--- config.mk ---
export PLATFORM = sky130hd
export DESIGN_NAME = uart_fifo_bridge
export DESIGN_NICKNAME = d
export VERILOG_FILES = /design/src/rtl/uart_fifo_bridge.sv
export SDC_FILE = /design/constraint.sdc
export NUM_CORES = 1
export LEC_CHECK = 0
export ABC_AREA = 1
export CAP_MARGIN = 20
export CORE_UTILIZATION = 45
export CTS_CLUSTER_DIAMETER = 100
export DETAILED_ROUTE_END_ITERATION = 6
export PLACE_DENSITY = 0.59
export RECOVER_POWER = 100
export SLEW_MARGIN = 25
export SYNTH_ARGS = -nofsm -noshare
export SYNTH_HDL_FRONTEND = slang
export SYNTH_SLANG_ARGS = --single-unit
--- constraint.sdc ---
create_clock -name clk -period 4.5 [get_ports clk]
set_input_delay 0.9 -clock clk [delete_from_list [all_inputs] [get_ports clk]]
set_output_delay 0.9 -clock clk [all_outputs]
set_load 0.02 [all_outputs]
--- src/rtl/uart_fifo_bridge.sv ---
// Buffered bus front-end for the UART core: a TX FIFO drained one byte at a time
// into the core, an RX FIFO filled from the core, and DATA / STATUS-CTRL registers.
module uart_fifo_bridge #(
  parameter int TX_DEPTH_LOG2 = 4,
  parameter int RX_DEPTH_LOG2 = 4
) (
  input  logic        clk,
  input  logic        reset_n,
  input  logic        rw,
  input  logic        writeenable,
  input  logic [31:0] writedata,
  input  logic        readenable,
  output logic [31:0] readdata,
  output logic        irq,
  output logic        uart_transmit,
  output logic [7:0]  uart_tx_byte,
  input  logic        uart_is_transmitting,
  input  logic        uart_received,
  input  logic [7:0]  uart_rx_byte,
  input  logic        uart_recv_error
);

  localparam int TX_DEPTH = 1 << TX_DEPTH_LOG2;
  localparam int RX_DEPTH = 1 << RX_DEPTH_LOG2;
  localparam int TXC_W    = TX_DEPTH_LOG2 + 1;
  localparam int RXC_W    = RX_DEPTH_LOG2 + 1;

  localparam logic [TXC_W-1:0]         TX_FULL_CNT = TXC_W'(TX_DEPTH);
  localparam logic [RXC_W-1:0]         RX_FULL_CNT = RXC_W'(RX_DEPTH);
  localparam logic [TXC_W-1:0]         TX_CNT_ONE  = TXC_W'(1);
  localparam logic [RXC_W-1:0]         RX_CNT_ONE  = RXC_W'(1);
  localparam logic [TX_DEPTH_LOG2-1:0] TX_PTR_ONE  = TX_DEPTH_LOG2'(1);
  localparam logic [RX_DEPTH_LOG2-1:0] RX_PTR_ONE  = RX_DEPTH_LOG2'(1);

  typedef enum logic [1:0] {
    S_IDLE      = 2'd0,
    S_WAIT_BUSY = 2'd1,
    S_WAIT_DONE = 2'd2
  } state_t;

  logic [7:0]               r_tx_mem [TX_DEPTH];
  logic [TX_DEPTH_LOG2-1:0] r_tx_wptr;
  logic [TX_DEPTH_LOG2-1:0] r_tx_rptr;
  logic [TXC_W-1:0]         r_tx_count;

  logic [7:0]               r_rx_mem [RX_DEPTH];
  logic [RX_DEPTH_LOG2-1:0] r_rx_wptr;
  logic [RX_DEPTH_LOG2-1:0] r_rx_rptr;
  logic [RXC_W-1:0]         r_rx_count;

  logic        r_tx_ovf;
  logic        r_rx_ovr;
  logic        r_rx_ferr;
  logic        r_rx_irq_en;
  logic        r_tx_irq_en;
  logic [31:0] r_readdata;
  logic        r_irq;
  logic        r_uart_transmit;
  logic [7:0]  r_uart_tx_byte;
  state_t      r_state;

  logic        w_ctrl_wr;
  logic        w_stat_rd;
  logic        w_tx_flush;
  logic        w_rx_flush;
  logic        w_tx_full;
  logic        w_tx_empty;
  logic        w_rx_full;
  logic        w_rx_nonempty;
  logic        w_tx_push_req;
  logic        w_tx_push;
  logic        w_tx_launch;
  logic        w_tx_pop;
  logic        w_rx_push;
  logic        w_rx_pop;
  logic        w_tx_ovf_set;
  logic        w_rx_ovr_set;
  logic [7:0]  w_tx_head;
  logic [7:0]  w_rx_head;
  logic [31:0] w_status;
  logic [31:0] w_rx_rdata;
  logic        w_unused_wdata;

  assign w_unused_wdata = ^writedata[31:8];

  assign w_ctrl_wr     = writeenable & rw;
  assign w_stat_rd     = readenable & rw;
  assign w_tx_flush    = w_ctrl_wr & writedata[0];
  assign w_rx_flush    = w_ctrl_wr & writedata[1];

  assign w_tx_full     = (r_tx_count == TX_FULL_CNT);
  assign w_tx_empty    = (r_tx_count == '0);
  assign w_rx_full     = (r_rx_count == RX_FULL_CNT);
  assign w_rx_nonempty = (r_rx_count != '0);
  assign w_tx_head     = r_tx_mem[r_tx_rptr];
  assign w_rx_head     = r_rx_mem[r_rx_rptr];

  // A flush wins over any same-cycle launch, so the drain never pops a flushed entry.
  assign w_tx_launch   = (r_state == S_IDLE) & ~w_tx_empty & ~uart_is_transmitting & ~w_tx_flush;
  assign w_tx_pop      = w_tx_launch;
  assign w_tx_push_req = writeenable & ~rw;
  assign w_tx_push     = w_tx_push_req & (~w_tx_full | w_tx_pop);
  assign w_tx_ovf_set  = w_tx_push_req & ~w_tx_push;

  assign w_rx_pop      = readenable & ~rw & w_rx_nonempty & ~w_rx_flush;
  assign w_rx_push     = uart_received & ~w_rx_flush & (~w_rx_full | w_rx_pop);
  assign w_rx_ovr_set  = uart_received & ~w_rx_flush & w_rx_full & ~w_rx_pop;

  assign w_rx_rdata    = w_rx_pop ? {23'd0, 1'b1, w_rx_head} : 32'd0;

  always_comb begin
    w_status                = '0;
    w_status[0]             = w_tx_full;
    w_status[1]             = w_tx_empty;
    w_status[2]             = w_rx_nonempty;
    w_status[3]             = r_rx_ovr;
    w_status[4]             = r_rx_ferr;
    w_status[5]             = r_tx_ovf;
    w_status[6]             = r_rx_irq_en;
    w_status[7]             = r_tx_irq_en;
    w_status[8 +: TXC_W]    = r_tx_count;
    w_status[16 +: RXC_W]   = r_rx_count;
  end

  always_ff @(posedge clk) begin
    if (w_tx_push) r_tx_mem[r_tx_wptr] <= writedata[7:0];
    if (w_rx_push) r_rx_mem[r_rx_wptr] <= uart_rx_byte;
  end

  always_ff @(posedge clk or negedge reset_n) begin
    if (!reset_n) begin
      r_tx_wptr  <= '0;
      r_tx_rptr  <= '0;
      r_tx_count <= '0;
    end else if (w_tx_flush) begin
      r_tx_wptr  <= '0;
      r_tx_rptr  <= '0;
      r_tx_count <= '0;
    end else begin
      if (w_tx_push) r_tx_wptr <= r_tx_wptr + TX_PTR_ONE;
      if (w_tx_pop)  r_tx_rptr <= r_tx_rptr + TX_PTR_ONE;
      case ({w_tx_push, w_tx_pop})
        2'b10:   r_tx_count <= r_tx_count + TX_CNT_ONE;
        2'b01:   r_tx_count <= r_tx_count - TX_CNT_ONE;
        default: r_tx_count <= r_tx_count;
      endcase
    end
  end

  always_ff @(posedge clk or negedge reset_n) begin
    if (!reset_n) begin
      r_rx_wptr  <= '0;
      r_rx_rptr  <= '0;
      r_rx_count <= '0;
    end else if (w_rx_flush) begin
      r_rx_wptr  <= '0;
      r_rx_rptr  <= '0;
      r_rx_count <= '0;
    end else begin
      if (w_rx_push) r_rx_wptr <= r_rx_wptr + RX_PTR_ONE;
      if (w_rx_pop)  r_rx_rptr <= r_rx_rptr + RX_PTR_ONE;
      case ({w_rx_push, w_rx_pop})
        2'b10:   r_rx_count <= r_rx_count + RX_CNT_ONE;
        2'b01:   r_rx_count <= r_rx_count - RX_CNT_ONE;
        default: r_rx_count <= r_rx_count;
      endcase
    end
  end

  // Sticky flags: a set in the same cycle as a STATUS read survives the clear.
  always_ff @(posedge clk or negedge reset_n) begin
    if (!reset_n) begin
      r_tx_ovf    <= 1'b0;
      r_rx_ovr    <= 1'b0;
      r_rx_ferr   <= 1'b0;
      r_rx_irq_en <= 1'b0;
      r_tx_irq_en <= 1'b0;
      r_readdata  <= '0;
      r_irq       <= 1'b0;
    end else begin
      r_tx_ovf  <= w_tx_ovf_set    | (r_tx_ovf  & ~w_stat_rd);
      r_rx_ovr  <= w_rx_ovr_set    | (r_rx_ovr  & ~w_stat_rd);
      r_rx_ferr <= uart_recv_error | (r_rx_ferr & ~w_stat_rd);
      if (w_ctrl_wr) begin
        r_rx_irq_en <= writedata[2];
        r_tx_irq_en <= writedata[3];
      end
      if (readenable) r_readdata <= rw ? w_status : w_rx_rdata;
      r_irq <= (r_rx_irq_en & w_rx_nonempty) |
               (r_tx_irq_en & w_tx_empty & (r_state == S_IDLE));
    end
  end

  // WAIT_BUSY absorbs the core's start latency so busy is never sampled too early.
  always_ff @(posedge clk or negedge reset_n) begin
    if (!reset_n) begin
      r_state         <= S_IDLE;
      r_uart_transmit <= 1'b0;
      r_uart_tx_byte  <= '0;
    end else begin
      r_uart_transmit <= 1'b0;
      case (r_state)
        S_IDLE: begin
          if (w_tx_launch) begin
            r_uart_transmit <= 1'b1;
            r_uart_tx_byte  <= w_tx_head;
            r_state         <= S_WAIT_BUSY;
          end
        end
        S_WAIT_BUSY: if (uart_is_transmitting)  r_state <= S_WAIT_DONE;
        S_WAIT_DONE: if (!uart_is_transmitting) r_state <= S_IDLE;
        default:     r_state <= S_IDLE;
      endcase
    end
  end

  assign readdata      = r_readdata;
  assign irq           = r_irq;
  assign uart_transmit = r_uart_transmit;
  assign uart_tx_byte  = r_uart_tx_byte;

endmodule

======== Word level (Yosys, flattened, before mapping) ========
Memories as Yosys holds them, arrays and structs flattened. A register that Yosys moved wholly into a read port is not among the register bits.
Index checks and enable logic that the tools add are counted.
cells by class
  $add $sub $neg .......................... 8
  eq/ne operators ......................... 11
  mux-type cells .......................... 24
  bitwise logic cells ..................... 39
  reduce and logical (&&, ||, !) cells .... 12
operators with widths
  operator             count
  $mux 4               8
  $and 1x1->1          23
  $mux 21              1
  $pmux 5 s2           2
  $add 4x1->4 const B  4
  $add 5x1->5 const B  2
  $eq 5x5->1 const B   2
  $mux 5               2
  $not 1->1            10
  $sub 5x1->5 const B  2
  $mux 9               1
  $reduce_bool 2->1    4
  $eq 2x1->1 const B   3
  $eq 2x2->1 const B   3
  $mux 1               6
  $mux 2               3
  $ne 2x2->1 const B   3
  $or 1x1->1           6
  $pmux 2 s3           1
  $reduce_bool 3->1    2
  $logic_not 5->1      1
  $reduce_bool 5->1    1
  $reduce_and 3->1     1
  $logic_not 2->1      1
  2 further kinds      2
word-level totals
  register bits ........................... 67
  bits in writable memories ............... 256
  input bits .............................. 48
  output and inout bits ................... 42
  logic and storage cells ................. 111
  memories ................................ 2
memory list
  name      words  width  rd ports  clocked after memory_dff  wr ports  line  text
  r_rx_mem  16     8      1         0                         1         46    logic [7:0] r_rx_mem [RX_DEPTH];
  r_tx_mem  16     8      1         1                         1         41    logic [7:0] r_tx_mem [TX_DEPTH];

======== Depth between registers and ports, before layout ========
Gate-level depths: netlist (run 1).
  depth after elaboration ................. 10
  mapped depth ............................ 15
  depth with buffers taken out ............ 15

======== Worst setup path before layout (run 1) ========
Ideal clock, no wire load.
  kind .................................... input to register
  start point ............................. input port rw
  end point ............................... memory r_tx_mem[4][0], enable pin
  setup time .............................. 0.383 ns
  arrival ................................. 2.133 ns
  required time ........................... 4.117 ns
  path slack .............................. 1.984 ns
  cell stages on the path ................. 8
  path buffers ............................ 1
  cells stage by stage .................... nand2_2 -> inv_4 -> nand2_8 -> nand3_4 -> nand2_2 -> nand2_4 -> buf_6 -> nor3_1
between the ends
  word-level cells in the longest chain between the ends .. 8
  elaborated cells between the ends (all ways) .. 10
  classes of those cells .................. 2 x mux; 8 x bitwise
RTL lines
  what                              line  text
  start: declaration                9     input logic rw,
  $and 1x1->1                       86    assign w_ctrl_wr = writeenable & rw;
  $and 1x1->1                       88    assign w_tx_flush = w_ctrl_wr & writedata[0];
  $not 1->1                         99    assign w_tx_launch = (r_state == S_IDLE) & ~w_tx_empty & ~uart_is_transmitting & ~w_tx_flush;
  $and 1x1->1                       99
  $or 1x1->1                        102   assign w_tx_push = w_tx_push_req & (~w_tx_full | w_tx_pop);
  $and 1x1->1 (*)                   102
  $mux 1 (*)                        126   if (w_tx_push) r_tx_mem[r_tx_wptr] <= writedata[7:0];
  $mux 1 (implied by the code) (*)  126
  end: declaration                  41
Every way passes the cells marked *; elsewhere a longest branch is shown, timed or not.

======== Worst setup path in the final report (run 1) ========
  start point ............................. input port rw
  end point ............................... memory r_rx_mem[3][1], enable pin
between the ends
  word-level cells in the longest chain between the ends .. 8
  elaborated cells between the ends (all ways) .. 12
  classes of those cells .................. 2 x mux; 10 x bitwise
RTL lines
  what                                             line      text
  $not 1->1 / $and 1x1->1 (equally long branches)  105, 86
  $and 1x1->1, on equally long branches            105, 89
  $and 1x1->1 / $not 1->1 (equally long branches)  105, 106
  $and 1x1->1                                      105       assign w_rx_pop = readenable & ~rw & w_rx_nonempty & ~w_rx_flush;
  $or 1x1->1                                       106       assign w_rx_push = uart_received & ~w_rx_flush & (~w_rx_full | w_rx_pop);
  $and 1x1->1 (*)                                  106
  $mux 1 (*)                                       127       if (w_rx_push) r_rx_mem[r_rx_wptr] <= uart_rx_byte;
  $mux 1 (implied by the code) (*)                 127
  end: declaration                                 46
Marked as above.

==> impl_metrics.env, run 1 <==
export IMPL_status="finished with violations"
export IMPL_violations="max-capacitance violations, max-slew violations"
export IMPL_antenna_cells=0
export IMPL_grt_pass1_wl_mm=49.2
export IMPL_period_minus_slack_ns=3.58
export IMPL_synth_fa_ha_area_frac=0.0177
export IMPL_grt_usage=0.209
export IMPL_fin_cells=1696
export IMPL_grt_overflow_total=0
export IMPL_cts_sinks=317
export IMPL_num_fill_cells=2660
export IMPL_path_class="in -> reg"
export IMPL_drive_above_1_share=0.0559
export IMPL_synth_avg_cell_area_um2=11.0
export IMPL_muxShareOfSynthArea=0
export IMPL_cts_resized=0
export IMPL_slew_viol_final=37
export IMPL_crit_top_cell="nand2_1"
export IMPL_ant_nets=0
export IMPL_yosysMostFrequentCell="edfxtp_1"
export IMPL_std_cell_rows=63
export IMPL_syn_area_um2=13600
export IMPL_antenna_found_initial=0
export IMPL_cts_tree="done"
export IMPL_hp_class="reg -> reg"
export IMPL_clk_pin_slew_ns=0.06
export IMPL_ctsHoldBuffers=0
export IMPL_syn_instance_count=1228
export IMPL_cp_arrival_ns=3.71
export IMPL_die_area_um2=30800
export IMPL_final_setup_skew_ns=0.0255
export IMPL_start_util=0.458
export IMPL_worstSkewPairLatency_ns=0.52
export IMPL_wl_mm=31.6
export IMPL_grt_max_degree=67
export IMPL_yosysTopAreaCellShare=0.567
export IMPL_design_area_um2=15300
export IMPL_yosysUniqueCellTypes=40
export IMPL_hold_violations=0
export IMPL_htree_levels=2
export IMPL_num_vias=9017
export IMPL_synth_xor_area_frac=0.00387
export IMPL_port_buffers=51
export IMPL_cts_path_max_buffers=3
export IMPL_initialDrtViolationCount=647
export IMPL_worst_slew_pin_slew_ns=2.03
export IMPL_p_leak_nw=5.89
export IMPL_worstPathCellList="dlygate4sd3_1 > nand2_1 > inv_4 > nand2_1 > nand2_4 > inv_1 > nand2_1 > inv_1 > nand2_1 > nor2_1"
export IMPL_rsz0062_at_grt="no"
export IMPL_final_core_util=0.518
export IMPL_cellPowerDensity_nw_per_um2=610
export IMPL_synth_seq_cells=317
export IMPL_die_w_um=176
export IMPL_hold_ws_ns=0.434
export IMPL_synth_area_leader_cell="edfxtp_1"
export IMPL_setup_viol=0
export IMPL_ir_worst_vdd_mv=0.393
export IMPL_synth_async_sr_flop_share=0.192
export IMPL_post_drt_via_cell_ratio=5.32
export IMPL_final_nets=1345
export IMPL_cp_slowest_stage_delay_ns=0.65
export IMPL_drc=0
export IMPL_grt_pass1_vias=8727
export IMPL_synth_simple_gate_area_frac=0.215
export IMPL_placed_cell_area_um2=14400
export IMPL_hpwl_mm=19.3
export IMPL_synth_edf_count=256
export IMPL_synthTopCellsByArea="edfxtp_1, dfrtp_1, nand3_1, nand2_1, nor2_1"
export IMPL_fmax_mhz=279
export IMPL_num_io_pins=90
export IMPL_gp_congestion=0.807
export IMPL_yosysWarnings=0
export IMPL_post_cts_buffers=0
export IMPL_maxSlewHeadroom=-0.356
export IMPL_slowest_stage="nor2_1"
export IMPL_firstDrtPassIters=5
export IMPL_synth_top_family_by_area="simple AND/OR/NAND/NOR gates"
export IMPL_cap_violations=1
export IMPL_die_y_um=176
export IMPL_synth_compound_area_frac=0.0413
export IMPL_ys_top_cells_by_count="edfxtp_1, nand2_1, nand3_1"
export IMPL_ys_flop_type="edfxtp_1"
export IMPL_critPathLaunchType="input pin"
export IMPL_fin_crit_sh=0.796
export IMPL_setup_tns_final_ns=0
export IMPL_coreArea_um2=29600
export IMPL_ys_seq_area_frac=0.679
export IMPL_required_ns=4.63
export IMPL_area_growth_pct=13.1
export IMPL_cp_max_fo=17
export IMPL_cts_root_buf="clkbuf_16"
export IMPL_wire_per_inst_um=18.6
export IMPL_placedCellCount=1631
export IMPL_end_kind="flop"
export IMPL_cts_buffers=36
[cell type report]
type	instances	area, µm²	share of cell area
tap	390	488	0.0318
timing repair buffer	72	609	0.0397
sequential	317	9220	0.601
inverter	50	194	0.0126
clock buffer	48	956	0.0623
clock inverter	17	129	0.00840
multi-input combinational	802	3750	0.244
[cells by family (layout without fill, tap and decap cells)]
| family | Yosys count | count (layout) |
|---|---|---|
| XOR/XNOR | 6 | 6 |
| flip-flops | 317 | 317 |
| AO/OA/AOI/OAI | 105 | 105 |
| AND/OR/NAND/NOR | 659 | 659 |
| other | 1 | 14 |
| buffers and inverters | 122 | 187 |
| adder cells (fa/ha/maj) | 18 | 18 |
[layout by cell type (no fill, tap or decap), drive strengths merged]
cell and instances:
nand2 258, edfxtp 256, nand3 206, nor2 169, o21ai 84, clkbuf 63, dfrtp 61, inv 47
dlygate4sd3 46, clkinv 19, ha 16, conb 14, nor3 14, nand4 11, a21oi 8, buf 7
xor2 5, a21o 4, clkdlybuf4s50 4, a22oi 3, a22o 2, o21a 2, fa 2, o211ai 1
xnor2 1, o31ai 1, nand3b 1, bufinv 1
[metal layers]
layer  share of wire  global-route usage  up-vias
li1                -                   -     4332
met1            0.47               0.299     4405
met2            0.47               0.331      239
met3           0.051              0.0359       41
met4           0.018              0.0565        0
met5               0                   0        -
[state kept, by name (all words and copies together) (netlist names)]
signal and cells:
irq 1, r_rx_count 5, r_rx_ferr 1, r_rx_irq_en 1
r_rx_mem 128, r_rx_ovr 1, r_rx_rptr 4, r_rx_wptr 4
r_state 2, r_tx_count 5, r_tx_irq_en 1, r_tx_mem 128
r_tx_ovf 1, r_tx_rptr 4, r_tx_wptr 4, readdata 18
uart_transmit 1, uart_tx_byte 8
[metrics by stage]
stage / total power, mW / worst slack, ns
6_report: 9.36 / 0.918
4_1_cts: 9.50 / 1.42
2_1_floorplan: 5.85 / 1.98
5_1_grt: 9.95 / 0.687
3_3_place_gp: 6.76 / 0.933
3_5_place_dp: 6.79 / 0.898
[critical path, delay by kind of cell]
| family | cells | cell delay (ns) |
|---|---|---|
| buf+inv | 4 | 1.04 |
| simple gates | 6 | 1.75 |
[power breakdown]
part	total, mW	internal (mW)	switching, mW
clock	2.70	1.56	1.13
sequential	3.78	3.53	0.257
combinational	2.87	0.891	1.98
total	9.36	5.98	3.37
[worst paths after layout]
kind / startpoint / slack, ns / depth (start not counted) / endpoint
max: rw / 0.92 / 10 / r_rx_mem[3][1]$_DFFE_PP_
min: r_state[0]$_DFFE_PN0P_ / 0.43 / 1 / r_state[1]$_DFFE_PN0P_
max reg2reg: r_state[1]$_DFFE_PN0P_ / 1.55 / 9 / r_tx_mem[15][0]$_DFFE_PP_
min reg2reg: r_state[0]$_DFFE_PN0P_ / 0.43 / 1 / r_state[1]$_DFFE_PN0P_
max in group asynchronous: reset_n / 2.22 / 1 / r_tx_rptr[0]$_DFFE_PN0P_
min in group asynchronous: reset_n / 0.97 / 1 / uart_tx_byte[0]$_DFFE_PN0P_
No activity file was read; power rests on OpenSTA's default activity.
==> inputs of run 2 (changes only) <==
--- a/config.mk
+++ b/config.mk
@@ -10,7 +10,7 @@
 export CORE_UTILIZATION = 45
 export CTS_CLUSTER_DIAMETER = 100
 export DETAILED_ROUTE_END_ITERATION = 6
-export PLACE_DENSITY = 0.59
+export PLACE_DENSITY = 0.62
 export RECOVER_POWER = 100
 export SLEW_MARGIN = 25
 export SYNTH_ARGS = -nofsm -noshare
==> constraint.sdc (replaced) <==
create_clock -name clk -period 3.1 [get_ports clk]
set_input_delay 0.62 -clock clk [delete_from_list [all_inputs] [get_ports clk]]
set_output_delay 0.62 -clock clk [all_outputs]
set_load 0.02 [all_outputs]
==> run 2 against run 1 <==
The flow still finishes with violations (max-capacitance violations, max-slew violations). Via count grew 1.8%. Power grew 46%. First-iteration DRC count increased by 8.2%. Die area stayed put. Sequential power is 45% higher. Design area is 1.6% higher. Clock-buffer cell count is 1 lower. Critical path depth rose by 1. Global-route usage rose by 0.27 points. Combinational power up 51%. Non-clock buffer count is 34 higher. Clock power increased by 41%.
==> impl_metrics.env, run 2 (synthesized netlist as in run 1, its figures left out) <==
export IMPL_grt_usage=0.212
export IMPL_cts_root_buf="clkbuf_16"
export IMPL_ant_nets=0
export IMPL_ctsHoldBuffers=0
export IMPL_cp_max_fo=8
export IMPL_clkPwrFrac=0.279
export IMPL_gp_congestion=0.780
export IMPL_rsz0062_at_grt="no"
export IMPL_start_util=0.458
export IMPL_fin_cells=1725
export IMPL_p_leak_nw=6.10
export IMPL_swShare=0.362
export IMPL_clk_pin_slew_ns=0.06
export IMPL_grt_max_degree=69
export IMPL_hold_violations=0
export IMPL_coreArea_um2=29600
export IMPL_p_seq_frac=0.402
export IMPL_violations="max-capacitance violations, max-slew violations"
export IMPL_cp_arrival_ns=2.83
export IMPL_post_drt_via_cell_ratio=5.32
export IMPL_grt_pass1_vias=8638
export IMPL_cts_buffers=34
export IMPL_cts_path_max_buffers=3
export IMPL_setup_tns_final_ns=0
export IMPL_cts_resized=0
export IMPL_mostFrequentLayoutCell="edfxtp_1"
export IMPL_worst_slew_pin_slew_ns=1.62
export IMPL_die_area_um2=30800
export IMPL_port_buffers=51
export IMPL_status="finished with violations"
export IMPL_final_nets=1377
export IMPL_cts_sinks=317
export IMPL_grt_pass1_wl_mm=49.7
export IMPL_drc=0
export IMPL_critPathLaunchType="input pin"
export IMPL_num_vias=9181
export IMPL_setup_viol=0
export IMPL_drive_above_1_share=0.0884
export IMPL_die_y_um=176
export IMPL_fmax_mhz=373
export IMPL_p_comb_frac=0.319
export IMPL_fin_crit_sh=0.865
export IMPL_placedCellCount=1665
export IMPL_num_io_pins=90
export IMPL_worstSkewPairLatency_ns=0.51
export IMPL_end_kind="flop"
export IMPL_hp_class="reg -> reg"
export IMPL_htree_levels=2
export IMPL_die_w_um=176
export IMPL_cap_violations=1
export IMPL_antenna_found_initial=0
export IMPL_required_ns=3.25
export IMPL_p_switching_mw=4.93
export IMPL_area_growth_pct=14.9
export IMPL_cellPowerDensity_nw_per_um2=874
export IMPL_period_minus_slack_ns=2.68
export IMPL_std_cell_rows=63
export IMPL_path_class="in -> reg"
export IMPL_grt_overflow_total=0
export IMPL_mostFrequentLayoutCells="edfxtp_1, nand2_1, nand3_1, nor2_1, o21ai_0"
export IMPL_antenna_cells=0
export IMPL_wire_per_inst_um=18.4
export IMPL_ir_worst_vdd_mv=0.467
export IMPL_cts_tree="done"
export IMPL_firstDrtPassIters=5
export IMPL_p_int_mw=8.69
export IMPL_hpwl_mm=19.4
export IMPL_wl_mm=31.7
export IMPL_initialDrtViolationCount=700
export IMPL_final_setup_skew_ns=0.0233
export IMPL_post_cts_buffers=0
export IMPL_maxSlewHeadroom=-0.0823
export IMPL_slew_viol_final=62
run 2: path summary, 6_finish.rpt:
path                                               start                   endpoint  slack (ns)  cells past startpoint
worst max-delay path                                  rw  r_rx_mem[12][0]$_DFFE_PP_        0.42                     11
worst min-delay path              r_state[0]$_DFFE_PN0P_     r_state[1]$_DFFE_PN0P_        0.45                      1
worst max register to register  r_rx_rptr[0]$_DFFE_PN0P_    readdata[2]$_DFFE_PN0P_        0.53                      8
worst min register to register    r_state[0]$_DFFE_PN0P_     r_state[1]$_DFFE_PN0P_        0.45                      1
max in group asynchronous                        reset_n   r_tx_rptr[0]$_DFFE_PN0P_        1.40                      2
min in group asynchronous                        reset_n   readdata[10]$_DFFE_PN0P_        0.61                      2
run 2: power groups by stage:
stage / clock network [mW] / registers (mW) / logic [mW]
2_1_floorplan: 0 / 5.58 / 2.92
3_3_place_gp: 0 / 5.54 / 4.35
6_report: 3.80 / 5.47 / 4.34
4_1_cts: 3.87 / 5.48 / 4.45
3_5_place_dp: 0 / 5.55 / 4.42
5_1_grt: 4.05 / 5.52 / 4.87
run 2: area by class of cell:
type / instances / area, µm²
clock buffer: 47 / 961
tap: 390 / 488
clock inverter: 13 / 85.1
inverter: 50 / 190
sequential: 317 / 9220
fill: 2615 / 14100
multi-input combinational: 802 / 3760
timing repair buffer: 106 / 890
run 2: metal layers:
layer | global-route usage | wire [µm] | vias to the layer above
li1 | - | - | 4387
met1 | 0.315 | 14800 | 4476
met2 | 0.325 | 14500 | 274
met3 | 0.0305 | 1810 | 44
met4 | 0.0580 | 630 | 0
met5 | 0 | 0 | -
run 2: stage by stage:
step / hold slack (ns) / worst slack, ns / total power [mW] / area (µm²) / utilization
after floorplan: 0.324 / 0.864 / 8.50 / 13600 / -
final: 0.454 / 0.419 / 13.6 / 15600 / 0.526
after detailed placement: 0.448 / 0.172 / 9.97 / 14600 / 0.494
after global routing: 0.476 / 0.279 / 14.4 / 15600 / 0.526
after global placement: 0.437 / 0.201 / 9.89 / 14600 / 0.494
after CTS: 0.128 / 0.696 / 13.8 / 15700 / 0.529
run 2: worst max-delay path, stage by stage:
cell and delay, ns:
dlygate4sd3_1 0.63, nand2_1 0.19, inv_4 0.07, nand2_4 0.07, nand2_4 0.07, inv_1 0.08
nand2_1 0.16, inv_1 0.23, nand2_1 0.18, nor2_1 0.12, clkbuf_1 0.41
